File: src/rtl/mipi_csi_rx_packet_controller.sv
// CSI-2 RX packet sequencer: classifies ECC-corrected headers, drives payload length, tracks frame/line state.
// Optional payload/CRC watchdog is enabled by defining CSI_RX_PKT_TIMEOUT_EN.
module mipi_csi_rx_packet_controller #(
  parameter int unsigned TIMEOUT_CYCLES = 4096,
  parameter int unsigned CNT_W          = 16
) (
  input  logic             clk_i,
  input  logic             reset_n_i,
  input  logic             transmission_active_i,
  input  logic             header_valid_i,
  input  logic [7:0]       data_id_i,
  input  logic [15:0]      word_count_i,
  input  logic             ecc_uncorrectable_i,
  input  logic             crc_received_valid_i,
  input  logic             crc_match_i,
  input  logic             err_clear_i,
  output logic [15:0]      payload_length_o,
  output logic [1:0]       vc_o,
  output logic [5:0]       data_type_o,
  output logic             long_packet_o,
  output logic             frame_active_o,
  output logic             line_active_o,
  output logic             frame_start_o,
  output logic             frame_end_o,
  output logic             line_start_o,
  output logic             line_end_o,
  output logic             packet_done_o,
  output logic [CNT_W-1:0] frame_count_o,
  output logic [CNT_W-1:0] line_count_o,
  output logic             err_ecc_o,
  output logic             err_crc_o,
  output logic             err_sync_o,
  output logic             err_timeout_o
);

  typedef enum logic [2:0] {
    S_IDLE,
    S_HDR,
    S_PAYLOAD,
    S_CRC_WAIT,
    S_DRAIN
  } state_t;

  localparam logic [5:0] DT_FS       = 6'h00;
  localparam logic [5:0] DT_FE       = 6'h01;
  localparam logic [5:0] DT_LS       = 6'h02;
  localparam logic [5:0] DT_LE       = 6'h03;
  localparam logic [5:0] DT_LONG_MIN = 6'h10;

  if (TIMEOUT_CYCLES == 0) begin : g_bad_timeout
    $error("TIMEOUT_CYCLES must be nonzero");
  end

  state_t           state_q, state_d;
  logic [1:0]       vc_q, vc_d;
  logic [5:0]       dt_q, dt_d;
  logic [15:0]      len_q, len_d;
  logic             long_q, long_d;
  logic             frame_act_q, frame_act_d;
  logic             line_act_q, line_act_d;
  logic             fs_q, fs_d, fe_q, fe_d, ls_q, ls_d, le_q, le_d;
  logic             done_q, done_d;
  logic [CNT_W-1:0] frame_cnt_q, frame_cnt_d;
  logic [CNT_W-1:0] line_cnt_q, line_cnt_d;
  logic             err_ecc_q, err_ecc_d;
  logic             err_crc_q, err_crc_d;
  logic             err_sync_q, err_sync_d;
  logic             set_ecc, set_crc, set_sync;
  logic             hdr_fire;
  logic             hdr_long;
  logic             timeout_hit;

  assign hdr_fire = (state_q == S_HDR) && transmission_active_i && header_valid_i;
  assign hdr_long = (data_id_i[5:0] >= DT_LONG_MIN);

  always_comb begin
    state_d     = state_q;
    vc_d        = vc_q;
    dt_d        = dt_q;
    len_d       = len_q;
    long_d      = long_q;
    frame_act_d = frame_act_q;
    line_act_d  = line_act_q;
    frame_cnt_d = frame_cnt_q;
    line_cnt_d  = line_cnt_q;
    fs_d        = 1'b0;
    fe_d        = 1'b0;
    ls_d        = 1'b0;
    le_d        = 1'b0;
    done_d      = 1'b0;
    set_ecc     = 1'b0;
    set_crc     = 1'b0;
    set_sync    = 1'b0;

    case (state_q)
      S_IDLE: begin
        if (transmission_active_i) state_d = S_HDR;
      end

      S_HDR: begin
        if (!transmission_active_i) begin
          state_d = S_IDLE;
        end else if (header_valid_i) begin
          vc_d = data_id_i[7:6];
          dt_d = data_id_i[5:0];
          if (ecc_uncorrectable_i) begin
            set_ecc = 1'b1;
            len_d   = '0;
            state_d = S_DRAIN;
          end else if (hdr_long) begin
            len_d    = word_count_i;
            long_d   = 1'b1;
            set_sync = !frame_act_q;
            state_d  = S_PAYLOAD;
          end else begin
            len_d   = '0;
            done_d  = 1'b1;
            state_d = S_DRAIN;
            case (data_id_i[5:0])
              DT_FS: begin
                set_sync    = frame_act_q;
                frame_act_d = 1'b1;
                fs_d        = 1'b1;
                frame_cnt_d = frame_cnt_q + 1'b1;
                line_cnt_d  = '0;
              end
              DT_FE: begin
                line_act_d = 1'b0;
                if (!frame_act_q) begin
                  set_sync = 1'b1;
                end else begin
                  frame_act_d = 1'b0;
                  fe_d        = 1'b1;
                end
              end
              DT_LS: begin
                line_act_d = 1'b1;
                ls_d       = 1'b1;
              end
              DT_LE: begin
                line_act_d = 1'b0;
                le_d       = 1'b1;
              end
              default: ;
            endcase
          end
        end
      end

      S_PAYLOAD: begin
        // Lanes going quiet before the CRC means the packet was cut short.
        if (!transmission_active_i) begin
          set_crc = 1'b1;
          state_d = S_IDLE;
        end else if (timeout_hit) begin
          state_d = S_DRAIN;
        end else begin
          state_d = S_CRC_WAIT;
        end
      end

      S_CRC_WAIT: begin
        if (crc_received_valid_i) begin
          if (crc_match_i) begin
            done_d = 1'b1;
            if (frame_act_q) line_cnt_d = line_cnt_q + 1'b1;
          end else begin
            set_crc = 1'b1;
          end
          state_d = S_DRAIN;
        end else if (!transmission_active_i) begin
          set_crc = 1'b1;
          state_d = S_IDLE;
        end else if (timeout_hit) begin
          state_d = S_DRAIN;
        end
      end

      S_DRAIN: begin
        if (!transmission_active_i) state_d = S_IDLE;
      end

      default: state_d = S_IDLE;
    endcase

    if (state_d == S_IDLE) long_d = 1'b0;

    // A new error event wins over a clear in the same cycle.
    err_ecc_d  = set_ecc  | (err_ecc_q  & ~err_clear_i);
    err_crc_d  = set_crc  | (err_crc_q  & ~err_clear_i);
    err_sync_d = set_sync | (err_sync_q & ~err_clear_i);
  end

  always_ff @(posedge clk_i or negedge reset_n_i) begin
    if (!reset_n_i) begin
      state_q     <= S_IDLE;
      vc_q        <= '0;
      dt_q        <= '0;
      len_q       <= '0;
      long_q      <= 1'b0;
      frame_act_q <= 1'b0;
      line_act_q  <= 1'b0;
      fs_q        <= 1'b0;
      fe_q        <= 1'b0;
      ls_q        <= 1'b0;
      le_q        <= 1'b0;
      done_q      <= 1'b0;
      frame_cnt_q <= '0;
      line_cnt_q  <= '0;
      err_ecc_q   <= 1'b0;
      err_crc_q   <= 1'b0;
      err_sync_q  <= 1'b0;
    end else begin
      state_q     <= state_d;
      vc_q        <= vc_d;
      dt_q        <= dt_d;
      len_q       <= len_d;
      long_q      <= long_d;
      frame_act_q <= frame_act_d;
      line_act_q  <= line_act_d;
      fs_q        <= fs_d;
      fe_q        <= fe_d;
      ls_q        <= ls_d;
      le_q        <= le_d;
      done_q      <= done_d;
      frame_cnt_q <= frame_cnt_d;
      line_cnt_q  <= line_cnt_d;
      err_ecc_q   <= err_ecc_d;
      err_crc_q   <= err_crc_d;
      err_sync_q  <= err_sync_d;
    end
  end

`ifdef CSI_RX_PKT_TIMEOUT_EN
  localparam int unsigned TO_W = (TIMEOUT_CYCLES > 1) ? $clog2(TIMEOUT_CYCLES) : 1;

  logic [TO_W-1:0] to_cnt_q, to_cnt_d;
  logic            err_to_q, err_to_d;
  logic            in_body_q, in_body_d;
  logic            set_to;

  assign in_body_q   = (state_q == S_PAYLOAD) || (state_q == S_CRC_WAIT);
  assign in_body_d   = (state_d == S_PAYLOAD) || (state_d == S_CRC_WAIT);
  assign timeout_hit = in_body_q && (to_cnt_q == TO_W'(TIMEOUT_CYCLES - 1));
  // Only flag the watchdog when it actually caused the abort.
  assign set_to      = timeout_hit && (state_d == S_DRAIN) &&
                       !((state_q == S_CRC_WAIT) && crc_received_valid_i);

  always_comb begin
    to_cnt_d = (in_body_q && in_body_d) ? to_cnt_q + 1'b1 : '0;
    err_to_d = set_to | (err_to_q & ~err_clear_i);
  end

  always_ff @(posedge clk_i or negedge reset_n_i) begin
    if (!reset_n_i) begin
      to_cnt_q <= '0;
      err_to_q <= 1'b0;
    end else begin
      to_cnt_q <= to_cnt_d;
      err_to_q <= err_to_d;
    end
  end

  assign err_timeout_o = err_to_q;
`else
  assign timeout_hit   = 1'b0;
  assign err_timeout_o = 1'b0;
`endif

  // The decoder starts counting payload in the header-done cycle, so the length bypasses the flop.
  assign payload_length_o = hdr_fire ? len_d : len_q;
  assign vc_o             = vc_q;
  assign data_type_o      = dt_q;
  assign long_packet_o    = long_q;
  assign frame_active_o   = frame_act_q;
  assign line_active_o    = line_act_q;
  assign frame_start_o    = fs_q;
  assign frame_end_o      = fe_q;
  assign line_start_o     = ls_q;
  assign line_end_o       = le_q;
  assign packet_done_o    = done_q;
  assign frame_count_o    = frame_cnt_q;
  assign line_count_o     = line_cnt_q;
  assign err_ecc_o        = err_ecc_q;
  assign err_crc_o        = err_crc_q;
  assign err_sync_o       = err_sync_q;

endmodule

File: config.mk
export PLATFORM = sky130hd
export DESIGN_NAME = mipi_csi_rx_packet_controller
export DESIGN_NICKNAME = d
export VERILOG_FILES = /design/src/rtl/mipi_csi_rx_packet_controller.sv
export SDC_FILE = /design/constraint.sdc
export NUM_CORES = 1
export LEC_CHECK = 0
export ABC_AREA = 1
export CORE_MARGIN = 5
export CORE_UTILIZATION = 51
export CTS_BUF_LIST = sky130_fd_sc_hd__clkbuf_8
export DETAILED_ROUTE_END_ITERATION = 10
export GPL_TIMING_DRIVEN = 0
export HOLD_SLACK_MARGIN = 0.15
export PLACE_DENSITY = 0.83
export SYNTH_ARGS = -nofsm -noshare
export SYNTH_HDL_FRONTEND = slang
export SYNTH_SLANG_ARGS = --single-unit
File: constraint.sdc
create_clock -name clk_i -period 1.9 [get_ports clk_i]
set_clock_uncertainty 0.05 [all_clocks]
set_input_delay 0.19 -clock clk_i [delete_from_list [all_inputs] [get_ports clk_i]]
set_output_delay 0.19 -clock clk_i [all_outputs]
set_load 0.005 [all_outputs]
# Word level (Yosys, flattened, before mapping)
# Index checks and enable logic that the tools add are counted.
[totals]
ff_bits = 70
inputBits = 32
output_inout_bits = 68
word_cells = 144
[op_classes]
addsub = 2
n_lt_le_gt_ge = 1
eq_ne = 16
muxes = 79
bitwise_logic = 9
reduce_logical = 20
[op_table]
columns = ["cell", "count"]
rows = [
  ["$mux W16", 14],
  ["$mux W1", 50],
  ["$add A16 B1 Y16 const B", 2],
  ["$pmux W16 S2", 1],
  ["$mux W3", 7],
  ["$reduce_and A6 Y1", 3],
  ["$pmux W3 S5", 1],
  ["$ne A2 B2 Y1 const B", 7],
  ["$reduce_bool A2 Y1", 7],
  ["$eq A6 B2 Y1 const B", 2],
  ["$pmux W1 S2", 5],
  ["$reduce_and A9 Y1", 1],
  ["$eq A3 B2 Y1 const B", 2],
  ["$eq A6 B1 Y1 const B", 1],
  ["$ge A6 B5 Y1 const B", 1],
  ["$logic_not A3 Y1", 2],
  ["$logic_not A6 Y1", 1],
  ["$reduce_and A5 Y1", 1],
  ["$ne A2 B1 Y1 const B", 2],
  ["$and A1 B1 Y1", 3],
  ["$eq A3 B1 Y1 const B", 1],
  ["$eq A3 B3 Y1 const B", 1],
  ["$not A1 Y1", 3],
  ["$or A1 B1 Y1", 3],
  ["other kinds (5)", 6],
]

# Depth between registers and ports, before layout
# Gate-level depths: netlist of the first run.
[logic_depth]
ltp_word = 9
ltp_mapped = 10
ltp_nobuf = 10

# Worst setup path before layout of the first run
# Ideal clock, no wire load.
[synth_timing]
path_type = "reg2out"
from = "reg state_q[2]"
to = "out payload_length_o[10]"
arrival_ns = 1.265
slack_ns = 0.395
stages_incl_launch_ff = 8
n_path_buf = 2
cell_sequence = "dfrtp_1 -> inv_2 -> nand3_4 -> nor2_4 -> inv_2 -> buf_6 -> buf_6 -> a32o_1"
[synth_between]
elab_chain_cells = 4
word_cells_on_any_way = 5
cone_classes = "1 x eq/ne; 2 x mux; 2 x reduce/logical"
[synth_rtl]
columns = ["item", "line_no", "source"]
rows = [
  ["from (decl)", "54", "state_t state_q, state_d;"],
  ["from (signal assigned)", "214", "state_q <= state_d;"],
  ["$eq A3 B1 Y1 (*)", "73, 95", ""],
  ["$logic_and A1 B1 Y1 (2 in series)", "73", "assign hdr_fire = (state_q == S_HDR) && transmission_active_i && header_valid_i;"],
  ["$mux W16 (*)", "271", "assign payload_length_o = hdr_fire ? len_d : len_q;"],
  ["to (decl)", "17", "output logic [15:0] payload_length_o,"],
]
# Every way passes the cells marked *; elsewhere a longest branch is shown, timed or not.

# Worst setup path after layout of the first run
[layout_timing]
from = "reg state_q[2]"
to = "out payload_length_o[12]"
# The elaborated chain is that of the path after synthesis.

==> reports/qor.yml, run 1 <==
vias: 3789
pin_count: 100
rsz0062_at_grt: "yes"
yosys.area.top_type: "dfrtp_1"
seqPwrFrac_pct: 42.2
globalRouteOverflowTotal: 0
path_class: "reg2out"
final-hold-violation-count: 0
synth.area.top_cells: "dfrtp_1 46%, nand2_1 12%, a32o_1 8.3%, inv_1 4.5%, nand3_1 4.4%"
io_buffers: 98
grt_use_total_pct: 22.8
critPathRequiredTime_ps: 1660
ant_nets: 0
dp.final_hpwl_um: 7460
min_period_over_period_pct: 99.0
routedWlPerCell_um: 15.3
syn-cell-area_um2: 3840
area_growth_pct: 36.4
max-slew-margin-rel_pct: 41.6
clk_latency_ps: 350
r2r-start: "line_count_o[0]"
grt_pass1_wl_um: 17800
worstReg2RegEnd: "line_count_o[8]"
worst-path-max-fanout: 5
p_int_mw: 3.26
die_x_um: 96.7
swShare_pct: 27.6
worstMarginPinSlew_ps: 876
drt-total-wl_um: 10500
rows: 31
drive_gt1_share_pct: 15.8
fp.dieH_um: 96.7
yosys-top-cells-count: "122 x nand2_1, 70 x dfrtp_1, 46 x inv_1"
syn_inst: 461
place_area_um2: 4940
holdCritPathClass: "in2reg"
finalMaxSlewViolations: 0
max_stage_delay_ps: 400
grt_pass1_vias: 3728
viasPerCell: 5.51
grt_start_max_net_pins: 71
period_needed_ps: 1880
drt_pass1_iterations: 5
synth_most_common_cell: "nand2_1"
ys_async_sr_fraction_pct: 100
maxCapViolCount: 0
holdPathEnd: "vc_o[1]"
leakage_nw: 2.44
hold_start: "data_id_i[7]"
power-per-cell-area_nw_per_um2: 861
synth_edf_count: 0
synth.net_count: 495
worstSetupStartpointType: "register"
drtIter0Drc: 200
reg2reg_depth: 8
setup-tns-final_ps: 0
p_clk_share_pct: 31.0
cts_max_path_buffers: 2
place.gp.congestion: 0.879
slowest_stage: "dfrtp_1"
clock-sinks: 70
cts_tree: "yes"
yosys.area.top_type_share_pct: 45.6
status: "completed"
htreeDepth: 3
dieArea_um2: 9360
syn_avg_cell_area_um2: 8.32
critPathArrivalTime_ps: 1640
antenna_found_initial: 0
switching_power_mw: 1.24
stdcell_area_um2: 5230
core_um2: 7290
setup_viol: 0
yosysWarnings: 0
nFillCells: 580
fmax_mhz: 532
nets: 618
root_buffer: "clkbuf_8"
holdPathStages: 3
start_util_pct: 52.6
cts.clk_slew.worst_paths_ps: 80
utilization_pct: 71.8
synthFlopType: "dfrtp_1"
ys_ff_latch: 70
post-route-worst-setup-slack_ps: 19.7
rrSetupSlack_ps: 230
numCtsBuffers: 9
antenna_cells: 0
ys_seq_area_share_pct: 45.6
pwr-share-comb_pct: 26.7
peakVddDrop_uv: 658
yosysUniqueCellTypes: 31
drc_errors: 0
endpoint_kind: "output port"
totalPowerFinal_mw: 4.51
path_cells: "inv_2 > nand3_4 > nor2_4 > inv_6 > buf_6 > a32o_2 > buf_2"
pre_cts_ws_ps: -509
[registers in the layout, indices dropped and copies added (netlist names)]
register / count
line_count_o: 16
line_active_o: 1
data_type_o: 6
err_ecc_o: 1
frame_start_o: 1
long_packet_o: 1
err_crc_o: 1
len_q: 16
line_end_o: 1
line_start_o: 1
frame_active_o: 1
vc_o: 2
frame_end_o: 1
packet_done_o: 1
frame_count_o: 16
err_sync_o: 1
state_q: 3
[per-stage QoR]
stage	hold WS, ps	std cells
2_1_floorplan	-156	461
3_3_place_gp	404	658
3_5_place_dp	315	658
4_1_cts	315	687
5_1_grt	348	688
6_report	318	688
[layout make-up]
cell class | count | area, um^2 | share of cell area, %
buffer | 16 | 130 | 2.49
clock buffer | 12 | 165 | 3.16
clock inverter | 4 | 68.8 | 1.31
inverter | 54 | 208 | 3.97
multi-input combinational | 320 | 1760 | 33.6
sequential | 70 | 1750 | 33.5
tap | 99 | 124 | 2.37
timing repair buffer | 113 | 1030 | 19.7
[critical path, delay by kind of cell, from the launching register on]
kind / cells / cell delay (ps)
AOI/OAI and AO/OA: 1 / 230
and+or+nand+nor: 2 / 250
DFF: 1 / 400
buffers and inverters: 4 / 400
[kinds of logic (layout without fill, tap and decap cells)]
logic type      count (synthesis)  after routing  share of synthesized area, %
compound gates                 72             72                          14.1
xor+xnor                       10             10                          2.28
fa+ha+maj                       2              2                         0.652
buf+inv                        71            199                          8.58
flops                          70             70                          45.6
other cells                     1              1                        0.0977
simple gates                  235            235                          28.7
[repair_timing]
action                                  4_1_cts  5_1_grt
gates resized for setup                      73        4
cloned                                        1        0
endpoints found under the hold margin        70        0
pin swaps                                     3        2
hold buffers                                  1        0
setup buffers                                12        1
endpoints found under the setup margin       16       16
[metal layers]
layer | vias up | routed length [um] | track usage (%)
met5 | - | 0 | 0
met1 | 1829 | 4410 | 29.2
met3 | 20 | 689 | 4.75
li1 | 1792 | - | -
met4 | 0 | 167 | 8.75
met2 | 148 | 5240 | 38.0
[how the worst max path moves through the flow]
stage	slack (ps)	startpoint	endpoint	cells after the start
after global routing	-60	state_q[2]	payload_length_o[12]	7
after global placement	-1790	reset_n_i	frame_count_o[13]	1
final	20	state_q[2]	payload_length_o[12]	7
after detailed placement	-510	transmission_active_i	payload_length_o[14]	6
after CTS	-70	state_q[2]	payload_length_o[14]	7
after floorplan	400	state_q[2]	payload_length_o[10]	7
[layout by cell type (no fill, tap or decap), drive strengths merged]
cell type	count
xor2	8
dlygate4sd2	1
inv	55
or2	4
nor2	44
nand3	37
o21ai	36
nand2	128
a21oi	1
nand4	13
conb	1
ha	2
o311ai	1
clkbuf	17
buf	42
xnor2	2
bufinv	2
clkinv	1
dlygate4sd3	1
dfrtp	70
and2	1
o211ai	2
a32o	32
nor3	8
clkdlybuf4s50	80
[power by group through the flow]
stage               clock [mW]  sequential (mW)  combinational (mW)
global placement             0             1.92                1.25
CTS                       1.41             1.90                1.21
detailed placement           0             1.93                1.27
finish                    1.40             1.90                1.20
global route              1.48             1.93                1.32
floorplan                    0             1.91               0.562
(Power assumes the default switching activity.)
==> run 2, diff against run 1 <==
Settings changed: SKIP_LAST_GASP set to 1.
==> results of run 2 <==
The final DEF is identical to that of run 1; final timing and power are the same.
==> run 3, diff against run 2 <==
Settings changed: CORE_UTILIZATION 51 to 41, CTS_CLUSTER_DIAMETER set to 40, GPL_TIMING_DRIVEN 0 to not set, PLACE_DENSITY 0.83 to 0.69.
==> reports/qor.yml, run 3 (synthesis results as in run 1) <==
htreeDepth: 3
viasPerCell: 5.18
io_buffers: 98
clock-sinks: 70
final_common_cell: "nand2_1"
place.gp.congestion: 0.901
dp.final_hpwl_um: 7460
nets: 637
status: "completed"
peakVddDrop_uv: 505
totalPowerFinal_mw: 4.59
grt_pass1_wl_um: 17600
power-per-cell-area_nw_per_um2: 839
path_class: "reg2out"
endpoint_kind: "output port"
routedWlPerCell_um: 14.7
cts.clk_slew.worst_paths_ps: 70
die_x_um: 107
antenna_cells: 0
met2_length_um: 5190
whs_ps: 360
pin_count: 100
grt_start_max_net_pins: 71
drtIter0Drc: 164
final_cell_mix: "122 x nand2_1, 81 x clkdlybuf4s50_1, 70 x dfrtp_1"
dieArea_um2: 11400
cts_max_path_buffers: 2
rows: 35
final-hold-violation-count: 0
holdCritPathClass: "in2reg"
rrSetupSlack_ps: 100
drt-total-wl_um: 10600
setup_viol: 0
area_growth_pct: 42.4
grt_use_total_pct: 19.0
ant_nets: 0
met1_length_um: 4670
min_period_over_period_pct: 99.7
leakage_nw: 2.54
drive_gt1_share_pct: 18.6
highest_layer: "met4"
worstSetupStartpointType: "register"
worst-path-max-fanout: 11
critPathRequiredTime_ps: 1660
drc_errors: 0
fp.dieH_um: 107
period_needed_ps: 1890
numCtsBuffers: 9
reg2reg_depth: 10
finalMaxSlewViolations: 0
post-route-worst-setup-slack_ps: 5.83
globalRouteOverflowTotal: 0
grt_pass1_vias: 3667
maxCapViolCount: 0
core_um2: 9200
vias: 3722
root_buffer: "clkbuf_8"
routed-wl-met3_um: 547
rsz0062_at_grt: "yes"
holdPathStages: 3
critPathArrivalTime_ps: 1650
fmax_mhz: 528
start_util_pct: 41.7
utilization_pct: 59.4
antenna_found_initial: 0
clk_latency_ps: 330
pre_cts_ws_ps: -224
cts_tree: "yes"
drt_pass1_iterations: 4
[run 3: repair_timing]
action / in CTS / in global routing
setup buffers: 9 / 2
gates cloned: 3 / 0
gates resized for setup: 76 / 2
endpoints found under the setup margin: 16 / 23
pin swaps: 11 / 9
hold buffers: 1 / 0
endpoints found under the hold margin: 70 / 0
[run 3: cell type report]
cell class,count,area (um^2)
sequential,70,1750
timing repair buffer,147,1360
clock inverter,4,68.8
multi-input combinational,320,1760
clock buffer,12,165
fill,810,3730
tap,111,139
inverter,54,210
timing repair inverter,1,11.3
[run 3: through the flow]
step / instances / cell area, um^2 / setup TNS [ps]
5_1_grt: 719 / 5470 / -825
3_5_place_dp: 688 / 5130 / -3120
6_report: 719 / 5470 / 0
4_1_cts: 717 / 5440 / -166
3_3_place_gp: 688 / 5130 / -2400
2_1_floorplan: 461 / 3840 / 0
[run 3: worst max-delay path, cell delays in order (launching register included)]
cell,delay (ps)
dfrtp_1,390
inv_2,80
nand3_4,90
buf_6,140
nor2_4,110
buf_6,130
inv_8,50
a32o_1,210
buf_2,130
[run 3: where the power goes]
group | total (mW) | internal (mW) | switching [mW]
Combinational | 1.29 | 0.738 | 0.550
Clock | 1.38 | 0.841 | 0.543
Sequential | 1.91 | 1.75 | 0.168
Total | 4.59 | 3.32 | 1.26
[run 3: final timing paths]
check / from / to
max: state_q[2] / payload_length_o[10]
min: data_id_i[6] / vc_o[0]
max reg2reg: state_q[2] / len_q[12]
min reg2reg: vc_o[0] / vc_o[0]
max in group asynchronous: reset_n_i / line_count_o[3]
min in group asynchronous: reset_n_i / err_crc_o
[run 3: routing by layer]
metal  vias to the layer above  global-route usage, %
met1                      1776                   24.3
met4                         0                   6.76
met5                         -                      0
li1                       1830                      -
met3                        11                   3.31
met2                       105                   32.2
